===== src/rtl/scpu_prog_loader_pkg.sv =====
// Shared SCPU definitions: opcodes plus the program-loader state encoding
// and frame header length.
package scpu_prog_loader_pkg;

    typedef enum logic [3:0] {
        OP_NOP = 4'h0,
        OP_LD  = 4'h1,
        OP_ST  = 4'h2,
        OP_ADD = 4'h3,
        OP_SUB = 4'h4,
        OP_JMP = 4'h8,
        OP_JZ  = 4'h9,
        OP_HLT = 4'hF
    } opcode_e;

    typedef enum logic [2:0] {
        ST_IDLE,
        ST_HDR,
        ST_DATA,
        ST_CHK,
        ST_START,
        ST_DONE,
        ST_ERR
    } ld_state_e;

    localparam int HDR_LEN = 4;

    // Only bit 0 of addr_hi / len_hi is meaningful; anything above it is a bad header.
    function automatic logic hiByteBad(input logic [7:0] b);
        return |b[7:1];
    endfunction

endpackage


===== src/rtl/scpu_prog_loader_if.sv =====
// Byte-stream input and memory write port of the program loader.
interface scpu_prog_loader_if #(parameter int ADDR_W = 9);

    logic              in_valid;
    logic [7:0]        in_data;
    logic              in_ready;
    logic              mem_sel;
    logic [ADDR_W-1:0] mem_addr;
    logic              mem_we;
    logic [7:0]        mem_dataout;

    modport master (
        input  in_valid, in_data,
        output in_ready, mem_sel, mem_addr, mem_we, mem_dataout
    );

    modport slave (
        output in_valid, in_data,
        input  in_ready, mem_sel, mem_addr, mem_we, mem_dataout
    );

endinterface


===== src/rtl/scpu_prog_loader_cksum.sv =====
// 8-bit modulo-sum accumulator; o_zero flags that the running sum plus the
// current operand wraps to zero, which is how the checksum byte is judged.
module scpu_ld_cksum (
    input  logic       clk,
    input  logic       rst,
    input  logic       i_clr,
    input  logic       i_add,
    input  logic [7:0] i_byte,
    output logic       o_zero
);

    logic [7:0] r_sum;
    logic [7:0] w_next;

    assign w_next = r_sum + i_byte;
    assign o_zero = (w_next == 8'h00);

    always_ff @(posedge clk) begin
        if (rst || i_clr)
            r_sum <= 8'h00;
        else if (i_add)
            r_sum <= w_next;
    end

endmodule


===== src/rtl/scpu_prog_loader.sv =====
// Receives a framed program image over a byte stream, writes it into SCPU
// memory and optionally kicks the CPU once the checksum verifies.
module scpu_prog_loader
    import scpu_prog_loader_pkg::*;
#(
    parameter int ADDR_W     = 9,
    parameter bit AUTO_START = 1'b1
) (
    input  logic                clk,
    input  logic                rst,
    input  logic                i_load_req,
    input  logic                i_abort,
    scpu_prog_loader_if.master  bus,
    output logic                o_cpu_enable,
    output logic                o_cpu_start,
    output logic                o_busy,
    output logic                o_done,
    output logic                o_err
);

    ld_state_e         r_state;
    ld_state_e         w_nextState;
    logic [1:0]        r_hdrCnt;
    logic [7:0]        r_addrLo;
    logic [7:0]        r_lenLo;
    logic [8:0]        r_remain;
    logic [ADDR_W-1:0] r_ptr;
    logic              r_memWe;
    logic [ADDR_W-1:0] r_memAddr;
    logic [7:0]        r_memData;

    logic       w_rxState;
    logic       w_accept;
    logic       w_loadOk;
    logic       w_cksumZero;
    logic       w_lastHdr;
    logic [8:0] w_len;

    assign w_rxState = (r_state == ST_HDR) || (r_state == ST_DATA) || (r_state == ST_CHK);
    // Abort beats a byte offered in the same cycle, so the byte is never taken.
    assign w_accept  = w_rxState && bus.in_valid && !i_abort;
    assign w_loadOk  = i_load_req &&
                       ((r_state == ST_IDLE) || (r_state == ST_DONE) || (r_state == ST_ERR));
    assign w_lastHdr = (r_hdrCnt == 2'(HDR_LEN - 1));
    assign w_len     = {bus.in_data[0], r_lenLo};

    scpu_ld_cksum u_cksum (
        .clk    (clk),
        .rst    (rst),
        .i_clr  (w_loadOk),
        .i_add  (w_accept && (r_state == ST_DATA)),
        .i_byte (bus.in_data),
        .o_zero (w_cksumZero)
    );

    always_ff @(posedge clk) begin
        if (rst)
            r_state <= ST_IDLE;
        else
            r_state <= w_nextState;
    end

    always_comb begin
        w_nextState     = r_state;
        bus.in_ready    = w_rxState;
        bus.mem_sel     = w_rxState || r_memWe;
        o_busy          = w_rxState;
        o_cpu_start     = 1'b0;
        o_cpu_enable    = 1'b0;
        o_done          = 1'b0;
        o_err           = 1'b0;
        case (r_state)
            ST_IDLE, ST_DONE, ST_ERR: begin
                o_done       = (r_state == ST_DONE);
                o_err        = (r_state == ST_ERR);
                o_cpu_enable = (r_state == ST_DONE);
                if (i_load_req)
                    w_nextState = ST_HDR;
            end
            ST_HDR: begin
                if (i_abort)
                    w_nextState = ST_ERR;
                else if (w_accept) begin
                    if (r_hdrCnt[0] && hiByteBad(bus.in_data))
                        w_nextState = ST_ERR;
                    else if (w_lastHdr)
                        w_nextState = (w_len == 9'd0) ? ST_CHK : ST_DATA;
                end
            end
            ST_DATA: begin
                if (i_abort)
                    w_nextState = ST_ERR;
                else if (w_accept && (r_remain == 9'd1))
                    w_nextState = ST_CHK;
            end
            ST_CHK: begin
                if (i_abort)
                    w_nextState = ST_ERR;
                else if (w_accept) begin
                    if (!w_cksumZero)
                        w_nextState = ST_ERR;
                    else
                        w_nextState = AUTO_START ? ST_START : ST_DONE;
                end
            end
            ST_START: begin
                o_busy       = 1'b1;
                o_cpu_start  = 1'b1;
                o_cpu_enable = 1'b1;
                w_nextState  = ST_DONE;
            end
            default: w_nextState = ST_IDLE;
        endcase
    end

    // Header capture and the one-cycle-delayed memory write for each payload byte.
    always_ff @(posedge clk) begin
        if (rst) begin
            r_hdrCnt  <= 2'd0;
            r_addrLo  <= 8'h00;
            r_lenLo   <= 8'h00;
            r_remain  <= 9'd0;
            r_ptr     <= '0;
            r_memWe   <= 1'b0;
            r_memAddr <= '0;
            r_memData <= 8'h00;
        end else begin
            r_memWe <= 1'b0;
            if (w_loadOk)
                r_hdrCnt <= 2'd0;
            if (w_accept) begin
                case (r_state)
                    ST_HDR: begin
                        r_hdrCnt <= r_hdrCnt + 2'd1;
                        case (r_hdrCnt)
                            2'd0:    r_addrLo <= bus.in_data;
                            2'd1:    r_ptr    <= ADDR_W'({bus.in_data[0], r_addrLo});
                            2'd2:    r_lenLo  <= bus.in_data;
                            default: r_remain <= w_len;
                        endcase
                    end
                    ST_DATA: begin
                        r_memWe   <= 1'b1;
                        r_memAddr <= r_ptr;
                        r_memData <= bus.in_data;
                        r_ptr     <= r_ptr + ADDR_W'(1);
                        r_remain  <= r_remain - 9'd1;
                    end
                    default: ;
                endcase
            end
        end
    end

    assign bus.mem_we      = r_memWe;
    assign bus.mem_addr    = r_memAddr;
    assign bus.mem_dataout = r_memData;

endmodule


===== src/flat_wrapper.sv =====
// flat-port wrapper written by rule: the top's interface ports become plain ports
module scpu_prog_loader_flat import scpu_prog_loader_pkg::*;
#(
    parameter int ADDR_W     = 9,
    parameter bit AUTO_START = 1'b1
)
  (clk, rst, i_load_req, i_abort, o_cpu_enable, o_cpu_start, o_busy, o_done, o_err, bus_in_valid, bus_in_data, bus_in_ready, bus_mem_sel, bus_mem_addr, bus_mem_we, bus_mem_dataout);
  scpu_prog_loader_if #(.ADDR_W(ADDR_W)) bus_i ();
  input  logic clk;
  input  logic rst;
  input  logic i_load_req;
  input  logic i_abort;
  output logic o_cpu_enable;
  output logic o_cpu_start;
  output logic o_busy;
  output logic o_done;
  output logic o_err;
  input wire logic [$bits(bus_i.in_valid)-1:0] bus_in_valid;
  input wire logic [$bits(bus_i.in_data)-1:0] bus_in_data;
  output wire logic [$bits(bus_i.in_ready)-1:0] bus_in_ready;
  output wire logic [$bits(bus_i.mem_sel)-1:0] bus_mem_sel;
  output wire logic [$bits(bus_i.mem_addr)-1:0] bus_mem_addr;
  output wire logic [$bits(bus_i.mem_we)-1:0] bus_mem_we;
  output wire logic [$bits(bus_i.mem_dataout)-1:0] bus_mem_dataout;
  assign bus_i.in_valid = bus_in_valid;
  assign bus_i.in_data = bus_in_data;
  assign bus_in_ready = bus_i.in_ready;
  assign bus_mem_sel = bus_i.mem_sel;
  assign bus_mem_addr = bus_i.mem_addr;
  assign bus_mem_we = bus_i.mem_we;
  assign bus_mem_dataout = bus_i.mem_dataout;
  scpu_prog_loader #(.ADDR_W(ADDR_W), .AUTO_START(AUTO_START)) u_core (.clk(clk), .rst(rst), .i_load_req(i_load_req), .i_abort(i_abort), .bus(bus_i), .o_cpu_enable(o_cpu_enable), .o_cpu_start(o_cpu_start), .o_busy(o_busy), .o_done(o_done), .o_err(o_err));
endmodule

===== config.mk =====
export PLATFORM = sky130hd
export DESIGN_NAME = scpu_prog_loader_flat
export DESIGN_NICKNAME = d
export VERILOG_FILES = /design/src/rtl/scpu_prog_loader_pkg.sv /design/src/rtl/scpu_prog_loader_if.sv /design/src/rtl/scpu_prog_loader_cksum.sv /design/src/rtl/scpu_prog_loader.sv /design/src/flat_wrapper.sv
export SDC_FILE = /design/constraint.sdc
export NUM_CORES = 1
export LEC_CHECK = 0
export ABC_AREA = 1
export CAP_MARGIN = 15
export CORE_UTILIZATION = 45
export CTS_CLUSTER_SIZE = 16
export DETAILED_ROUTE_END_ITERATION = 12
export PLACE_DENSITY_LB_ADDON = 0.3
export SETUP_SLACK_MARGIN = 0.3
export SLEW_MARGIN = 25
export SYNTH_ARGS = -nofsm -noshare
export SYNTH_HDL_FRONTEND = slang
export SYNTH_SLANG_ARGS = --single-unit
export TNS_END_PERCENT = 1

===== constraint.sdc =====
create_clock -name clk -period 2.3 [get_ports clk]
set_input_delay 0.345 -clock clk [delete_from_list [all_inputs] [get_ports clk]]
set_output_delay 0.345 -clock clk [all_outputs]
set_load 0.01 [all_outputs]

==> flow_metrics.py <==
metrics = {
    "yosys": {
        "synth.avg_cell_area_um2": 6.93,
        "synth-simple-area-share_pct": 29.3,
        "synth-seq-cells": 65,
        "synth_edf_count": 0,
        "syn_area_um2": 3410,
        "ys_seq_area_share_pct": 38.1,
        "synth-compound-area-share_pct": 17.9,
        "ys_types": 34,
        "syn-num-nets": 521,
        "synth_mux_area_share_pct": 0,
        "ys.flop_type": "dfxtp_1",
        "yosysWarnings": 0,
        "async_flop_share_pct": 0,
        "synth_top_family_by_area": "simple AND/OR/NAND/NOR gates",
        "synthAdderAreaFrac_pct": 5.72,
        "synthCells": 493,
        "synth_xor_area_share_pct": 1.03,
    },
    "route": {
        "wire_per_inst_um": 12.7,
        "first_pass_iters": 5,
        "avgViaCountPerCell": 5.16,
        "drc_errors": 0,
        "vias": 3355,
        "postRouteAntennaNets": 0,
        "routed_wl_mm": 8.29,
        "drtIter0Drc": 223,
    },
    "timing": {
        "tightest_slew_ns": 0.392,
        "relSlewSlack_pct": 73.9,
        "maxSlewViolCount": 0,
        "finalHoldViolations": 0,
        "tns_ns": 0,
        "clock.fmax_mhz": 521,
        "period_minus_slack_ns": 1.92,
        "skew_ns": 0.00689,
        "setup_viol": 0,
        "period_share_pct": 83.4,
        "rsz0062_at_grt": "yes",
    },
    "cells_and_area": {
        "syn2layout_area_growth_pct": 23.8,
        "fin_nets": 574,
        "mostFrequentLayoutCell": "nand2_1",
        "layout_common_cells": "nand2_1 (94), nor2_1 (86), dfxtp_1 (62)",
        "diodes": 0,
        "drive_above_1_share_pct": 11.4,
    },
    "worst_setup_path": {
        "reg2reg_from": "u_core.r_state[2]$_SDFFE_PP0P_",
        "cp_max_fo": 7,
        "end_kind": "primary output",
        "r2r_cells": 9,
        "crit_start": "u_core.r_state[1]$_SDFFE_PP0P_",
        "startpoint_type": "flop",
        "r2r_end": "u_core.u_cksum.r_sum[7]$_SDFFE_PP0P_",
        "rrSetupSlack_ns": 0.49,
        "endpoint": "o_done",
        "critPathRequiredTime_ns": 1.96,
        "critPathArrivalTime_ns": 1.57,
        "critical_path_class": "reg2out",
    },
    "global_routing": {
        "grt_overflow": 0,
        "grt_usage_pct": 22.1,
        "grt_antenna_before_repair": 0,
        "grt_pass1_wl_mm": 13.5,
        "grt_max_degree": 44,
        "grt_pass1_vias": 3009,
    },
    "pwr": {
        "total_power_w": 0.00345,
        "total_leakage_power_nw": 1.86,
        "irDropWorstVdd_uv": 389,
        "powerDensity_nw_per_um2": 815,
    },
    "clock_network": {
        "htreeDepth": 3,
        "cts_made_buffers": 9,
        "cts_root_buf": "clkbuf_8",
        "clock_sinks": 65,
        "holdBufCountCts": 0,
        "clock_latency_ns": 0.34,
        "cts.path.max_buffers": 2,
        "clk_pin_slew_ns": 0.07,
        "tritoncts": "yes",
    },
    "floorplanning": {
        "core_area_um2": 7290,
        "rows": 31,
        "die_w_um": 89.1,
        "io_pins": 38,
        "die_area_um2": 7940,
        "die_h_um": 89.1,
        "start_util_pct": 46.8,
    },
    "place": {
        "gp_congestion": 0.870,
        "dp_hpwl_mm": 5.97,
        "port_buffers": 37,
    },
    "worst_hold_path": {
        "hold_class": "reg2reg",
    },
    "outcome": {
        "outcome": "completed",
    },
    "flow_run": {
        "cap_violations": 0,
    },
}
worst min-delay path by stage:
stage	startpoint	end	slack (ns)	cells past startpoint
2_1_floorplan	rst	u_core.r_hdrCnt[0]$_SDFF_PP0_	0.42	1
4_1_cts	u_core.r_remain[5]$_SDFFE_PP0P_	u_core.r_remain[5]$_SDFFE_PP0P_	0.46	2
3_5_place_dp	u_core.r_remain[5]$_SDFFE_PP0P_	u_core.r_remain[5]$_SDFFE_PP0P_	0.45	2
5_1_grt	u_core.r_remain[7]$_SDFFE_PP0P_	u_core.r_remain[7]$_SDFFE_PP0P_	0.47	2
6_report	u_core.r_remain[5]$_SDFFE_PP0P_	u_core.r_remain[5]$_SDFFE_PP0P_	0.46	2
3_3_place_gp	u_core.r_remain[5]$_SDFFE_PP0P_	u_core.r_remain[5]$_SDFFE_PP0P_	0.45	2
worst max-delay path, cell delays in order (launching register included):
cell and delay [ns]:
dfxtp_2 0.38, inv_2 0.11, nand3_1 0.12, inv_1 0.09, clkdlybuf4s50_1 0.55
routing by layer:
layer	vias to the layer above	wire length, um	GRT usage [%]
met5	-	0	0
met4	0	124	9.38
met3	13	447	4.16
met2	98	3960	36.6
met1	1521	3760	28.1
li1	1723	-	-
synthesized netlist by cell type, types with 2 or more instances:
master / n / area (um2)
o21ai_1: 2 / 10.0
o21a_1: 3 / 22.5
nor3_1: 3 / 15.0
or2_2: 5 / 31.3
a31oi_1: 5 / 31.3
o21ai_0: 56 / 280
xor2_1: 2 / 17.5
a211oi_1: 6 / 45.0
inv_1: 43 / 161
dfxtp_1: 65 / 1300
buf_4: 2 / 15.0
inv_2: 5 / 18.8
nor2_4: 2 / 22.5
o211ai_1: 5 / 37.5
buf_2: 7 / 35.0
nand3b_1: 2 / 15.0
buf_6: 2 / 22.5
xnor2_1: 2 / 17.5
ha_1: 14 / 175
a21oi_1: 32 / 160
clkbuf_1: 5 / 18.8
nor2_1: 87 / 327
nor3_4: 2 / 32.5
nand4_1: 4 / 25.0
nand2_1: 95 / 357
nand3_1: 27 / 135
nor2_2: 3 / 18.8
flip-flops by register name, indices dropped and copies added (netlist names):
signal / flops
u_core.r_addrLo: 8
u_core.u_cksum.r_sum: 8
u_core.bus.mem_dataout: 8
u_core.r_ptr: 9
u_core.r_lenLo: 8
u_core.r_remain: 9
u_core.r_hdrCnt: 2
u_core.bus.mem_we: 1
u_core.r_state: 3
u_core.bus.mem_addr: 9
final cells by class:
cell class	instances	area, um2
repair buffers	58	532
flip-flops and latches	65	1310
inverters	48	183
well taps	99	124
clock inverters	6	91.3
clock buffers	10	128
multi-input cells	364	1860
fillers	717	3070
kinds of logic (layout without fill, tap and decap cells):
family / count (synthesis) / in the layout
simple gates: 233 / 233
compound gates: 112 / 112
xor+xnor: 4 / 4
buf+inv: 64 / 122
fa+ha+maj: 15 / 15
flops: 65 / 65
where the power goes:
| group | total (W) | internal (W) | switching [W] |
|---|---|---|---|
| Sequential | 0.00132 | 0.00121 | 0.000103 |
| Clock | 0.00107 | 0.000614 | 0.000457 |
| Combinational | 0.00106 | 0.000431 | 0.000627 |
through the flow:
stage	setup slack (ns)	hold slack (ns)	instance area, um2	instances	util [%]
6_report	0.381	0.461	4230	650	58.0
5_1_grt	0.298	0.471	4230	650	58.0
4_1_cts	0.283	0.464	4210	650	57.7
3_5_place_dp	0.0103	0.453	3970	633	54.4
3_3_place_gp	0.0604	0.450	3970	633	54.4
2_1_floorplan	0.592	0.423	3410	493	-
repair_timing:
action,4_1_cts,5_1_grt
pin swaps,1,0
buffers inserted,1,0
setup endpoints to repair,6,5
resized for setup,6,8
Note: power is estimated with default switching activity, not from simulation.
==> variant 1 (same settings) <==
Make the reset (`rst`) asynchronous in 2 clocked blocks.
--- a/src/rtl/scpu_prog_loader.sv
+++ b/src/rtl/scpu_prog_loader.sv
@@ -54,5 +54,5 @@
     );
 
-    always_ff @(posedge clk) begin
+    always_ff @(posedge clk or posedge rst) begin
         if (rst)
             r_state <= ST_IDLE;
@@ -115,5 +115,5 @@
 
     // Header capture and the one-cycle-delayed memory write for each payload byte.
-    always_ff @(posedge clk) begin
+    always_ff @(posedge clk or posedge rst) begin
         if (rst) begin
             r_hdrCnt  <= 2'd0;
Check against the original RTL: differs if rst is asserted again (counterexample within 4 cycles, from zero or initial values and one cycle with rst high); with rst held inactive, the same outputs for 10 cycles.
==> variant 1 against the original RTL <==
  * Area after synthesis grew 7.6%
  * Highest routed layer unchanged
  * Sequential cell count is the same
  * Via count shrank 6.1%
  * Routed wire length shrank 0.86%
  * Worst setup slack lost 0.15 ns
  * Largest cell class unchanged
  * Count of clock-buffer cells in the layout shrank 1
  * Clock skew grew 0.00094 ns
  * Fmax shrank 7.4%
  * Final area grew 5.7%
Power is not compared: it rests on default switching activity, and its combinational part moved more than twofold at a synthesized area within 25%.
==> variant 1: results (changes against the original RTL) <==
Synth unique cells - 39 (+15%)
DRT Pass-1 Iters - 4 (-1)
Routed length on met1 - 3900 microns (+3.7%)
Final cell count without fillers - 620 (-4.6%)
Routed wl met3 - 274 microns (-39%)
Initial DRC count - 126 (-43%)
Ys async rst share - 0.877 (+0.877)
Clock buffer depth - 2 (unchanged)
RD Place Congestion - 0.861 (-1.1%)
Compound-Gate Fraction of Synth Area - 0.160 (-0.0184)
Register area share after synthesis - 0.432 (+0.0508)
Hold endpoint - u_core.bus.mem_addr[1]$_DFFE_PP0P_
Syn_nets - 488 (-6.3%)
Layout cells sized above 1 - 0.153 (+0.0382)
HP Start - u_core.bus.mem_addr[1]$_DFFE_PP0P_
Xor/xnor share of the synthesized area - 0.00954 (-0.000723)
Dpl cells - 602 (-4.9%)
Worst hold slack - 0.473 ns (+0.0124 ns)
Worst setup path end - o_done
Area after DPL - 4200 sq um (+5.9%)
Antenna cells - 0 (unchanged)
Clock Skew - 0.00783 ns (+0.000940 ns)
Reg2Reg Setup Slack - 0.52 ns (+0.03 ns)
Met1 GRT Util - 0.281 (-0.000955)
Crit path max fanout - 6 (-1)
DR WL met2 - 3800 microns (-3.9%)
Top cells by area, synth - dfrtp_1 39%, nand2_1 12%, inv_1 5.8%
Rel. slew slack - 0.523 (-0.215)
Adder-cell share of the synthesized area - 0.0531 (-0.00403)
Final Util - 0.572 (-0.00766)
Vias per cell - 5.08 (-1.5%)
Largest net degree at the start of global routing - 58 (+32%)
Layout Nets - 541 (-5.7%)
Global-route wire length before repair - 13,900 microns (+2.6%)
Tot GR Track Use - 0.211 (-0.00978)
Crit path arrival time - 1.73 ns (+0.16 ns)
Fill cells - 734 (+2.4%)
Crit Reg-Reg Endpoint - u_core.r_remain[2]$_DFFE_PP0P_
GRT met3 Usage - 0.0369 (-0.00461)
Worst slack, placed - -0.0360 ns (-0.0463 ns)
Commonest cells in the netlist - 115 x nand2_1, 57 x dfrtp_1, 57 x inv_1, 34 x nor2_1, 27 x o21ai_0
DR WL/cell - 13.2 microns (+3.9%)
Crit path from - u_core.r_state[1]$_DFFE_PP0P_
Vias in the first global route - 2,948 (-2.0%)
Status - finished clean
Top_reg_cell synth - dfrtp_1
Mapped Cells - 460 (-6.7%)
==> variant 1: area by class of cell <==
cell class | instances | area share
clock buffers | 9 | 0.0277
well taps | 102 | 0.0286
flip-flops and latches | 65 | 0.356
multi-input cells | 318 | 0.389
inverters | 64 | 0.0560
clock inverters | 7 | 0.0266
repair buffers | 55 | 0.116
==> variant 1: where the power goes <==
part	leakage (uW)	internal (uW)	total (uW)	switching, uW
Clock	0.000115	719	1190	475
Sequential	0.000798	1550	1820	274
Combinational	0.00132	966	2230	1270
==> variant 1: timing repair <==
action / in CTS / in global routing
setup endpoints to repair: 7 / 8
setup buffers: 2 / 0
gates resized for setup: 4 / 2
==> variant 1: logic make-up after synthesis <==
group                    after synthesis
AO/OA/AOI/OAI                         99
flip-flops                            65
buffers and inverters                 77
AND/OR/NAND/NOR                      200
XOR/XNOR                               4
adder cells (fa/ha/maj)               15
==> variant 2 (same settings) <==
Made on the original files. `AUTO_START` is set to 1'b1 in 2 places; all go to 1'b0.
--- a/src/rtl/scpu_prog_loader.sv
+++ b/src/rtl/scpu_prog_loader.sv
@@ -5,5 +5,5 @@
 #(
     parameter int ADDR_W     = 9,
-    parameter bit AUTO_START = 1'b1
+    parameter bit AUTO_START = 1'b0
 ) (
     input  logic                clk,
--- a/src/flat_wrapper.sv
+++ b/src/flat_wrapper.sv
@@ -3,5 +3,5 @@
 #(
     parameter int ADDR_W     = 9,
-    parameter bit AUTO_START = 1'b1
+    parameter bit AUTO_START = 1'b0
 )
   (clk, rst, i_load_req, i_abort, o_cpu_enable, o_cpu_start, o_busy, o_done, o_err, bus_in_valid, bus_in_data, bus_in_ready, bus_mem_sel, bus_mem_addr, bus_mem_we, bus_mem_dataout);
Behaviour: not the same (a bounded check fails within 10 cycles, from zero or initial values and one cycle with rst high).
==> variant 2 against the original RTL <==
  * Hold slack gained 0.0034 ns
  * Routed wire length up 3.0%
  * Clock skew is 0.0074 ns higher
  * Sequential cell count stayed put
  * Worst setup slack lost 0.074 ns
  * Sequential share of layout area decreased by 0.17 points
  * Total power rose by 5.4%
  * Critical endpoint is now o_busy
  * Area after synthesis up 0.88%
  * Utilization fell by 0.10 points
  * First-iteration DRC count decreased by 22%
  * Clock power shrank 7%
  * Final area grew 0.36%
  * Critical path depth increased by 1
==> variant 2: results (changes against the original RTL) <==
Non-clock buffers - 54 (-6.9%)
Clock network power - 992 uW (-7%)
Fill cells - 685 (-4.5%)
Final WL - 8530 microns (+3.0%)
Dpl cells - 615 (-2.8%)
DRT Pass-1 Iters - 4 (-1)
Signal buf overhead - 0.119 (-0.00694)
Compound-Gate Fraction of Synth Area - 0.215 (+0.0359)
Met2 Use GR - 0.396 (+0.0298)
Hold endpoint - u_core.r_addrLo[2]$_SDFFE_PP0P_
Register area share after synthesis - 0.378 (-0.00332)
Fin crit share - 0.867 (+0.0322)
Tot GR Track Use - 0.234 (+0.0134)
Area after DPL - 3970 sq um (+0.16%)
Crit path arrival time - 1.65 ns (+0.08 ns)
Met1 GRT Util - 0.292 (+0.0100)
Crit path max fanout - 8 (+1)
Synth unique cells - 37 (+8.8%)
Layout cells sized above 1 - 0.122 (+0.00784)
Top cells by area, synth - dfxtp_1 38%, o21ai_0 8.6%, nand2_1 8.4%
Mapped Cells - 479 (-2.8%)
Initial DRC count - 175 (-22%)
Status - finished clean
R2r worst-path depth - 11 (+2)
Sw frac - 0.381 (+0.0369)
Clkbuf count - 9 (-1)
-- variant 2: cell count changes after synthesis, moves of 3 or more --
| cell | delta |
|---|---|
| inv_1 | +14 |
| o21ai_0 | +3 |
| nand3_4 | +3 |
| or2_2 | -4 |
| o211ai_1 | -3 |
| nand2_1 | -18 |
| clkbuf_1 | +3 |
| nor2_1 | -32 |
| a31oi_1 | +4 |
| a21oi_1 | +11 |
| o21a_1 | -3 |
| a211oi_1 | +5 |
-- variant 2: stage by stage --
step           setup TNS, ns  utilization
6_report                   0        0.579
5_1_grt                    0        0.579
4_1_cts                    0        0.570
3_5_place_dp          -0.209        0.542
3_3_place_gp          -0.122        0.542
2_1_floorplan              0            -
-- variant 2: critical path: stages (launching register included) --
cell             delay (ns)
dfxtp_4                0.41
nor2_4                 0.06
nor2_8                 0.15
inv_1                  0.07
nand2_1                0.07
clkdlybuf4s50_1        0.55
